**src/rtl/seg_scan_ctrl_pkg.sv**
```systemverilog
// seg_pkg: shared types and constants for the seven-segment scan controller.
//   scan_state_t : sequencer state (BLANK = all anodes off, SHOW = one digit lit)
//   digit_t      : one 4-bit hex digit register
//   SEG_OFF      : all segments dark (active-low)
//   AN_OFF       : all anodes off (active-low)
package seg_pkg;

    typedef enum logic {BLANK, SHOW} scan_state_t;

    typedef logic [3:0] digit_t;

    localparam logic [6:0] SEG_OFF = 7'b1111111;
    localparam logic [3:0] AN_OFF  = 4'b1111;

endpackage

```
**src/rtl/seg_scan_ctrl_if.sv**
```systemverilog
// seg_scan_ctrl_if: write port plus display pins of the scan controller.
//   en         : display enable (low = dark, scan restarts)
//   wr_en      : digit register write strobe
//   wr_addr    : digit index to write (0 = rightmost)
//   wr_data    : hex value to store
//   dp_mask    : per-digit decimal point request, active-high
//   seg        : segments {A..G}, active-low
//   dp         : decimal point, active-low
//   an         : anodes, active-low, an[i] = digit i
//   digit_idx  : digit currently being scanned
//   frame_tick : one-cycle pulse at the start of each 4-digit frame
// master = driver of the write port / consumer of the pins, slave = controller.
interface seg_scan_ctrl_if;
    import seg_pkg::*;

    logic        en;
    logic        wr_en;
    logic [1:0]  wr_addr;
    digit_t      wr_data;
    logic [3:0]  dp_mask;
    logic [6:0]  seg;
    logic        dp;
    logic [3:0]  an;
    logic [1:0]  digit_idx;
    logic        frame_tick;

    modport master (
        output en, wr_en, wr_addr, wr_data, dp_mask,
        input  seg, dp, an, digit_idx, frame_tick
    );

    modport slave (
        input  en, wr_en, wr_addr, wr_data, dp_mask,
        output seg, dp, an, digit_idx, frame_tick
    );

endinterface

```
**src/rtl/seg7_hex_decode.sv**
```systemverilog
// seg7_hex_decode: combinational hex digit to active-low seven-segment glyph.
//   i_digit : 4-bit hex value
//   o_seg   : segments {A,B,C,D,E,F,G}, active-low
module seg7_hex_decode
    import seg_pkg::*;
(
    input  digit_t     i_digit,
    output logic [6:0] o_seg
);

    always_comb begin
        o_seg = SEG_OFF;
        case (i_digit)
            4'h0: o_seg = 7'b0000001;
            4'h1: o_seg = 7'b1001111;
            4'h2: o_seg = 7'b0010010;
            4'h3: o_seg = 7'b0000110;
            4'h4: o_seg = 7'b1001100;
            4'h5: o_seg = 7'b0100100;
            4'h6: o_seg = 7'b0100000;
            4'h7: o_seg = 7'b0001111;
            4'h8: o_seg = 7'b0000000;
            4'h9: o_seg = 7'b0000100;
            4'hA: o_seg = 7'b0001000;
            4'hB: o_seg = 7'b1100000;
            4'hC: o_seg = 7'b0110001;
            4'hD: o_seg = 7'b1000010;
            4'hE: o_seg = 7'b0110000;
            4'hF: o_seg = 7'b0111000;
            default: o_seg = SEG_OFF;
        endcase
    end

endmodule

```
**src/rtl/seg_scan_ctrl.sv**
```systemverilog
// seg_scan_ctrl: time-multiplexed scan controller for a 4-digit common-anode
// seven-segment display. Four digit registers are lit one at a time (SHOW,
// REFRESH_DIV cycles) separated by an all-dark gap (BLANK, BLANK_CYC cycles).
//   clk, rst : clock, asynchronous active-high reset
//   bus      : seg_scan_ctrl_if.slave (write port in, display pins out)
// Optional build macro SEG_LEADING_ZERO_BLANK_EN: when defined, digits 3..1
// are dark while they and every more-significant digit are zero.
module seg_scan_ctrl
    import seg_pkg::*;
#(
    parameter int REFRESH_DIV = 100000,
    parameter int BLANK_CYC   = 16
) (
    input  logic            clk,
    input  logic            rst,
    seg_scan_ctrl_if.slave  bus
);

    localparam int CNT_MAX = (REFRESH_DIV > BLANK_CYC) ? REFRESH_DIV : BLANK_CYC;
    localparam int CNT_W   = (CNT_MAX > 2) ? $clog2(CNT_MAX) : 1;

    scan_state_t           r_state;
    logic [CNT_W-1:0]      r_cnt;
    logic [1:0]            r_idx;
    digit_t [3:0]          r_reg;

    scan_state_t           w_state_nx;
    logic [CNT_W-1:0]      w_cnt_nx;
    logic [1:0]            w_idx_nx;
    digit_t [3:0]          w_reg_nx;
    logic [6:0]            w_glyph;
    logic                  w_lz_blank;

    // Register file after this edge's write; the glyph is decoded from it so a
    // write to the lit digit shows up right after the write edge.
    always_comb begin
        w_reg_nx = r_reg;
        if (bus.wr_en)
            w_reg_nx[bus.wr_addr] = bus.wr_data;
    end

    always_comb begin
        w_state_nx = r_state;
        w_cnt_nx   = r_cnt + 1'b1;
        w_idx_nx   = r_idx;
        if (!bus.en) begin
            w_state_nx = BLANK;
            w_cnt_nx   = '0;
            w_idx_nx   = '0;
        end else begin
            case (r_state)
                BLANK: if (r_cnt == CNT_W'(BLANK_CYC - 1)) begin
                    w_state_nx = SHOW;
                    w_cnt_nx   = '0;
                end
                SHOW: if (r_cnt == CNT_W'(REFRESH_DIV - 1)) begin
                    w_state_nx = BLANK;
                    w_cnt_nx   = '0;
                    w_idx_nx   = r_idx + 2'd1;
                end
                default: begin
                    w_state_nx = BLANK;
                    w_cnt_nx   = '0;
                end
            endcase
        end
    end

    seg7_hex_decode u_dec (
        .i_digit (w_reg_nx[w_idx_nx]),
        .o_seg   (w_glyph)
    );

`ifdef SEG_LEADING_ZERO_BLANK_EN
    always_comb begin
        w_lz_blank = 1'b0;
        case (w_idx_nx)
            2'd3: w_lz_blank = (w_reg_nx[3] == 4'h0);
            2'd2: w_lz_blank = (w_reg_nx[3] == 4'h0) && (w_reg_nx[2] == 4'h0);
            2'd1: w_lz_blank = (w_reg_nx[3] == 4'h0) && (w_reg_nx[2] == 4'h0)
                            && (w_reg_nx[1] == 4'h0);
            default: w_lz_blank = 1'b0;   // rightmost digit always shown
        endcase
    end
`else
    assign w_lz_blank = 1'b0;
`endif

    // Outputs are registered from next-state values so pins move on the same
    // edge as the state change.
    always_ff @(posedge clk or posedge rst) begin
        if (rst) begin
            r_state        <= BLANK;
            r_cnt          <= '0;
            r_idx          <= '0;
            r_reg          <= '0;
            bus.an         <= AN_OFF;
            bus.seg        <= SEG_OFF;
            bus.dp         <= 1'b1;
            bus.frame_tick <= 1'b0;
        end else begin
            r_state <= w_state_nx;
            r_cnt   <= w_cnt_nx;
            r_idx   <= w_idx_nx;
            r_reg   <= w_reg_nx;
            if (w_state_nx == SHOW) begin
                bus.an  <= ~(4'b0001 << w_idx_nx);
                bus.seg <= w_lz_blank ? SEG_OFF : w_glyph;
                bus.dp  <= ~bus.dp_mask[w_idx_nx];
            end else begin
                bus.an  <= AN_OFF;
                bus.seg <= SEG_OFF;
                bus.dp  <= 1'b1;
            end
            bus.frame_tick <= (w_state_nx == SHOW) && (r_state == BLANK)
                              && (w_idx_nx == 2'd0);
        end
    end

    assign bus.digit_idx = r_idx;

endmodule

```
**src/flat_wrapper.sv**
```systemverilog
// flat-port wrapper written by rule: the top's interface ports become plain ports
module seg_scan_ctrl_flat import seg_pkg::*;
#(
    parameter int REFRESH_DIV = 100000,
    parameter int BLANK_CYC   = 16
)
  (clk, rst, bus_en, bus_wr_en, bus_wr_addr, bus_wr_data, bus_dp_mask, bus_seg, bus_dp, bus_an, bus_digit_idx, bus_frame_tick);
  seg_scan_ctrl_if bus_i ();
  input  logic clk;
  input  logic rst;
  input wire logic [$bits(bus_i.en)-1:0] bus_en;
  input wire logic [$bits(bus_i.wr_en)-1:0] bus_wr_en;
  input wire logic [$bits(bus_i.wr_addr)-1:0] bus_wr_addr;
  input wire logic [$bits(bus_i.wr_data)-1:0] bus_wr_data;
  input wire logic [$bits(bus_i.dp_mask)-1:0] bus_dp_mask;
  output wire logic [$bits(bus_i.seg)-1:0] bus_seg;
  output wire logic [$bits(bus_i.dp)-1:0] bus_dp;
  output wire logic [$bits(bus_i.an)-1:0] bus_an;
  output wire logic [$bits(bus_i.digit_idx)-1:0] bus_digit_idx;
  output wire logic [$bits(bus_i.frame_tick)-1:0] bus_frame_tick;
  assign bus_i.en = bus_en;
  assign bus_i.wr_en = bus_wr_en;
  assign bus_i.wr_addr = bus_wr_addr;
  assign bus_i.wr_data = bus_wr_data;
  assign bus_i.dp_mask = bus_dp_mask;
  assign bus_seg = bus_i.seg;
  assign bus_dp = bus_i.dp;
  assign bus_an = bus_i.an;
  assign bus_digit_idx = bus_i.digit_idx;
  assign bus_frame_tick = bus_i.frame_tick;
  seg_scan_ctrl #(.REFRESH_DIV(REFRESH_DIV), .BLANK_CYC(BLANK_CYC)) u_core (.clk(clk), .rst(rst), .bus(bus_i));
endmodule
```
**config.mk**
```make
export PLATFORM = sky130hd
export DESIGN_NAME = seg_scan_ctrl_flat
export DESIGN_NICKNAME = d
export VERILOG_FILES = /design/src/rtl/seg_scan_ctrl_pkg.sv /design/src/rtl/seg_scan_ctrl_if.sv /design/src/rtl/seg7_hex_decode.sv /design/src/rtl/seg_scan_ctrl.sv /design/src/flat_wrapper.sv
export SDC_FILE = /design/constraint.sdc
export NUM_CORES = 1
export LEC_CHECK = 0
export ABC_AREA = 1
export CELL_PAD_IN_SITES_DETAIL_PLACEMENT = 1
export CELL_PAD_IN_SITES_GLOBAL_PLACEMENT = 1
export CORE_MARGIN = 2
export CORE_UTILIZATION = 38
export DETAILED_ROUTE_END_ITERATION = 10
export PLACE_DENSITY_LB_ADDON = 0.1
export SYNTH_ARGS = -nofsm -noshare
export SYNTH_HDL_FRONTEND = slang
export SYNTH_HIERARCHICAL = 1
export SYNTH_SLANG_ARGS = --single-unit
```
**constraint.sdc**
```tcl
create_clock -name clk -period 2.4 [get_ports clk]
set_clock_uncertainty 0.15 [all_clocks]
set_input_delay 0.48 -clock clk [delete_from_list [all_inputs] [get_ports clk]]
set_output_delay 0.48 -clock clk [all_outputs]
set_load 0.01 [all_outputs]
```
==> impl_metrics.prom <==
# TYPE chip_impl_metric gauge
chip_impl_metric{name="fraction_of_layout_instances_using_a_drive_strength_above_1",unit=""} 0.349
chip_impl_info{name="timing.setup.critical_path_class",value="reg -> reg"} 1
chip_impl_metric{name="vdd_ir_drop_max",unit="mV"} 0.294
chip_impl_metric{name="hold_depth",unit=""} 2
chip_impl_info{name="final_cell_mix",value="85 x sky130_fd_sc_hd__nand2_1, 51 x sky130_fd_sc_hd__buf_4, 37 x sky130_fd_sc_hd__dfrtp_1"} 1
chip_impl_metric{name="synth_adder_area_share",unit=""} 0.0381
chip_impl_metric{name="worst-r2r-cell-count",unit=""} 20
chip_impl_metric{name="grt_pass1_vias",unit=""} 2568
chip_impl_metric{name="io_pins",unit=""} 29
chip_impl_metric{name="slew-limit-headroom",unit=""} 0.677
chip_impl_metric{name="leakage",unit="nW"} 1.77
chip_impl_metric{name="post_dp_cell_area",unit="sq um"} 3340
chip_impl_metric{name="synth.net_count",unit=""} 345
chip_impl_metric{name="grt_util_met3",unit=""} 0.0427
chip_impl_info{name="rsz0062_at_grt",value="true"} 1
chip_impl_metric{name="max_cap_viol_count",unit=""} 0
chip_impl_metric{name="initial_core_util",unit=""} 0.389
chip_impl_info{name="critPathCaptureType",value="flop"} 1
chip_impl_info{name="layout_commonest_cell",value="sky130_fd_sc_hd__nand2_1"} 1
chip_impl_metric{name="antenna_cell_count",unit=""} 0
chip_impl_info{name="timing.hold.worst.start",value="u_core/r_reg[3]"} 1
chip_impl_metric{name="syn_area_per_cell",unit="sq um"} 8.14
chip_impl_metric{name="largest_register_ffs",unit=""} 17
chip_impl_metric{name="place.gp.congestion",unit=""} 0.830
chip_impl_metric{name="clock_sink_count",unit=""} 49
chip_impl_info{name="setup_crit_start_kind",value="flop"} 1
chip_impl_metric{name="gr-total-overflow",unit=""} 0
chip_impl_metric{name="yosys.area_share.simple",unit=""} 0.306
chip_impl_metric{name="worst_pin_slew",unit="ns"} 0.481
chip_impl_metric{name="core",unit="sq um"} 6760
chip_impl_metric{name="syn_inst",unit=""} 323
chip_impl_info{name="hold_end",value="u_core/r_reg[3]"} 1
chip_impl_metric{name="nNetsFinal",unit=""} 434
chip_impl_metric{name="clock_path_buffers",unit=""} 2
chip_impl_metric{name="final_design_area_no_fill",unit="sq um"} 3740
chip_impl_metric{name="synth_compound_area_frac",unit=""} 0.0842
chip_impl_metric{name="report.power.total",unit="mW"} 1.81
chip_impl_metric{name="mappedNetlistArea",unit="sq um"} 2630
chip_impl_info{name="r2r_end",value="u_core/bus.seg[2]"} 1
chip_impl_metric{name="ys_seq_elements",unit=""} 49
chip_impl_metric{name="critPathMaxFanout",unit=""} 5
chip_impl_metric{name="setup_violations",unit=""} 5
chip_impl_metric{name="final_hold_fails",unit=""} 0
chip_impl_metric{name="routed_via_density",unit=""} 4.94
chip_impl_info{name="worstReg2RegStart",value="u_core/r_cnt[1]"} 1
chip_impl_metric{name="fin_crit_sh",unit=""} 1.02
chip_impl_metric{name="globalRouteTotalUtil",unit=""} 0.204
chip_impl_metric{name="placement.setup.worst_slack",unit="ns"} -0.395
chip_impl_metric{name="grt_first_pass_wirelength",unit="mm"} 12.1
chip_impl_metric{name="min_tclk_post_route",unit="ns"} 2.45
chip_impl_metric{name="drc",unit=""} 0
chip_impl_metric{name="cts.reportedPaths.clkPinSlew",unit="ns"} 0.09
chip_impl_metric{name="synth_warnings",unit=""} 6
chip_impl_metric{name="wire_per_inst",unit="microns"} 15.0
chip_impl_metric{name="timing.fmax",unit="MHz"} 408
chip_impl_metric{name="drt_initial_violations",unit=""} 83
chip_impl_metric{name="area_growth",unit="%"} 42.2
chip_impl_metric{name="mux_contribution_to_synthesized_area",unit=""} 0
chip_impl_metric{name="fp.dieW",unit="microns"} 87.2
chip_impl_metric{name="detailedPlacementHpwl",unit="mm"} 5.14
chip_impl_info{name="run_status",value="complete, but fails checks"} 1
chip_impl_metric{name="synth_sequential_area_ratio",unit=""} 0.472
chip_impl_metric{name="source_to_sink_clock_delay_at_the_later_pin_of_the_worst_skew_pair",unit="ns"} 0.30
chip_impl_metric{name="design.die.area",unit="sq um"} 7600
chip_impl_metric{name="std_cell_rows",unit=""} 30
chip_impl_metric{name="groute.layer.met1.usage",unit=""} 0.240
chip_impl_metric{name="route.vias.total",unit=""} 2436
chip_impl_info{name="cts.root.buffer_cell",value="sky130_fd_sc_hd__clkbuf_8"} 1
chip_impl_info{name="grt-busiest-layer",value="met2"} 1
chip_impl_info{name="tritoncts",value="yes"} 1
chip_impl_metric{name="cellPowerDensity",unit="nW/um^2"} 485
chip_impl_info{name="combinational_family_with_the_most_area_after_synthesis",value="simple AND/OR/NAND/NOR gates"} 1
chip_impl_metric{name="cts_inserted_buffers",unit=""} 5
chip_impl_metric{name="grt_max_degree",unit=""} 50
chip_impl_metric{name="routed_wl",unit="mm"} 7.40
chip_impl_metric{name="totalNegativeSetupSlack",unit="ns"} -0.148
chip_impl_metric{name="drt-pass1-iter-count",unit=""} 4
chip_impl_metric{name="timing.critical_path.arrival",unit="ns"} 2.53
chip_impl_metric{name="cts_max_level",unit=""} 2
chip_impl_metric{name="die_height",unit="microns"} 87.2
chip_impl_info{name="hp-class",value="reg -> reg"} 1
chip_impl_metric{name="yosysUniqueCellTypes",unit=""} 34
chip_impl_info{name="violations",value="setup timing"} 1
chip_impl_metric{name="rrSetupSlack",unit="ns"} -0.05
chip_impl_metric{name="drt.antenna.violating_nets",unit=""} 0
chip_impl_metric{name="gr-usage-met2",unit=""} 0.378
chip_impl_metric{name="port-buffer-count",unit=""} 28
chip_impl_metric{name="post_synth_xor_area_fraction",unit=""} 0.0133
chip_impl_metric{name="cp.required",unit="ns"} 2.49
chip_impl_info{name="cp-startpoint",value="u_core/r_cnt[1]"} 1
chip_impl_metric{name="timing_max_transition_violations_final",unit=""} 0
chip_impl_metric{name="antenna_violations_before_repair",unit=""} 0
chip_impl_metric{name="setup_slack_after_layout",unit="ns"} -0.0499
-- Yosys cell counts --
| cell | number | area share |
|---|---|---|
| sky130_fd_sc_hd__nand2_1 | 103 | 0.15 |
| sky130_fd_sc_hd__inv_1 | 41 | 0.059 |
| sky130_fd_sc_hd__dfrtp_1 | 37 | 0.35 |
| sky130_fd_sc_hd__nand3_1 | 27 | 0.051 |
| sky130_fd_sc_hd__nor2_1 | 19 | 0.027 |
| sky130_fd_sc_hd__o21ai_0 | 15 | 0.029 |
| sky130_fd_sc_hd__dfstp_2 | 12 | 0.12 |
| sky130_fd_sc_hd__ha_1 | 8 | 0.038 |
| sky130_fd_sc_hd__nor2_2 | 6 | 0.014 |
| sky130_fd_sc_hd__nand4_1 | 5 | 0.012 |
| sky130_fd_sc_hd__buf_6 | 4 | 0.017 |
| sky130_fd_sc_hd__inv_2 | 4 | 0.0057 |
| sky130_fd_sc_hd__nor3_1 | 4 | 0.0076 |
| sky130_fd_sc_hd__o21a_1 | 4 | 0.011 |
| sky130_fd_sc_hd__o21ai_2 | 4 | 0.013 |
| sky130_fd_sc_hd__a21oi_1 | 3 | 0.0057 |
| sky130_fd_sc_hd__a31oi_1 | 3 | 0.0071 |
| sky130_fd_sc_hd__nor3b_1 | 3 | 0.0086 |
| sky130_fd_sc_hd__o21ai_1 | 3 | 0.0057 |
| sky130_fd_sc_hd__nand3_4 | 2 | 0.013 |
| sky130_fd_sc_hd__xnor2_1 | 2 | 0.0067 |
| sky130_fd_sc_hd__xor2_1 | 2 | 0.0067 |
| sky130_fd_sc_hd__a21oi_4 | 1 | 0.0062 |
| sky130_fd_sc_hd__a311oi_1 | 1 | 0.0033 |
| sky130_fd_sc_hd__buf_2 | 1 | 0.0019 |
| sky130_fd_sc_hd__inv_6 | 1 | 0.0033 |
| sky130_fd_sc_hd__nand2_2 | 1 | 0.0024 |
| sky130_fd_sc_hd__nand3_2 | 1 | 0.0038 |
| sky130_fd_sc_hd__nand4_2 | 1 | 0.0048 |
| sky130_fd_sc_hd__nor2_4 | 1 | 0.0043 |
| sky130_fd_sc_hd__nor3b_2 | 1 | 0.0048 |
| sky130_fd_sc_hd__nor4_1 | 1 | 0.0024 |
| sky130_fd_sc_hd__o31ai_1 | 1 | 0.0029 |
| sky130_fd_sc_hd__or2_0 | 1 | 0.0024 |
-- metal layers --
| layer | share of wire | up-vias |
|---|---|---|
| met1 | 0.42 | 1193 |
| met5 | 0 | - |
| met4 | 0.017 | 0 |
| met2 | 0.54 | 24 |
| li1 | - | 1207 |
| met3 | 0.023 | 12 |
-- what timing repair did --
action / in CTS / in global routing
endpoints found under the setup margin: 7 / 7
cloned: 1 / 0
setup buffers: 7 / 4
pin swaps: 7 / 18
resized for setup: 24 / 44
hold buffers: 0 / 0
-- cell type report --
cell class / count / area, sq um
inverters: 46 / 193
multi-input cells: 224 / 1370
flip-flops and latches: 49 / 1240
clock buffers: 7 / 76.3
fillers: 805 / 3020
clock inverters: 1 / 5.00
repair buffers: 86 / 751
well taps: 80 / 100
-- cell families after synthesis --
logic type                 count (synthesis)
AOI/OAI and AO/OA                         35
DFF                                       49
adders and majority gates                  8
and+or+nand+nor                          176
buffers and inverters                     51
xor gates and xnor gates                   4
-- how the worst max path moves through the flow --
stage,to,slack [ns],depth (start not counted)
2_1_floorplan,u_core/bus.seg[3],0.01,17
3_3_place_gp,u_core/bus.seg[6],-0.32,15
3_5_place_dp,u_core/bus.seg[6],-0.40,15
4_1_cts,u_core/bus.seg[6],-0.009,19
5_1_grt,u_core/bus.seg[2],-0.23,20
6_report,u_core/bus.seg[2],-0.05,20
-- worst max-delay path, cell delays in order, from the launching register on --
cell	delay, ns
sky130_fd_sc_hd__dfrtp_1	0.37
sky130_fd_sc_hd__ha_2	0.19
sky130_fd_sc_hd__nand2_2	0.07
sky130_fd_sc_hd__nor2_4	0.20
sky130_fd_sc_hd__nand3_4	0.11
sky130_fd_sc_hd__nand2_4	0.11
sky130_fd_sc_hd__nand3_4	0.16
sky130_fd_sc_hd__inv_4	0.12
sky130_fd_sc_hd__nand2_2	0.05
sky130_fd_sc_hd__nand2_2	0.07
sky130_fd_sc_hd__nand2_2	0.08
sky130_fd_sc_hd__nand2_4	0.12
sky130_fd_sc_hd__buf_6	0.14
sky130_fd_sc_hd__ha_4	0.12
sky130_fd_sc_hd__inv_2	0.03
sky130_fd_sc_hd__nand2_1	0.05
sky130_fd_sc_hd__nand2_1	0.05
sky130_fd_sc_hd__nand2_1	0.05
sky130_fd_sc_hd__nand2_1	0.05
sky130_fd_sc_hd__inv_1	0.04
sky130_fd_sc_hd__nand2_1	0.04
-- report_power, final --
| part | leakage, nW | switching (mW) | internal (mW) |
|---|---|---|---|
| Clock | 0.0422 | 0.269 | 0.205 |
| Sequential | 0.617 | 0.0150 | 0.872 |
| Combinational | 1.11 | 0.262 | 0.190 |
| Total | 1.77 | 0.546 | 1.27 |
-- metrics by stage --
stage               utilization  instances  hold slack, ns
detailed placement        0.495        473           0.336
global route              0.554        493           0.403
finish                    0.554        493           0.359
floorplan                     -        323           0.282
CTS                       0.526        489           0.358
global placement          0.495        473           0.331
No activity file was read; power rests on OpenSTA's default activity.
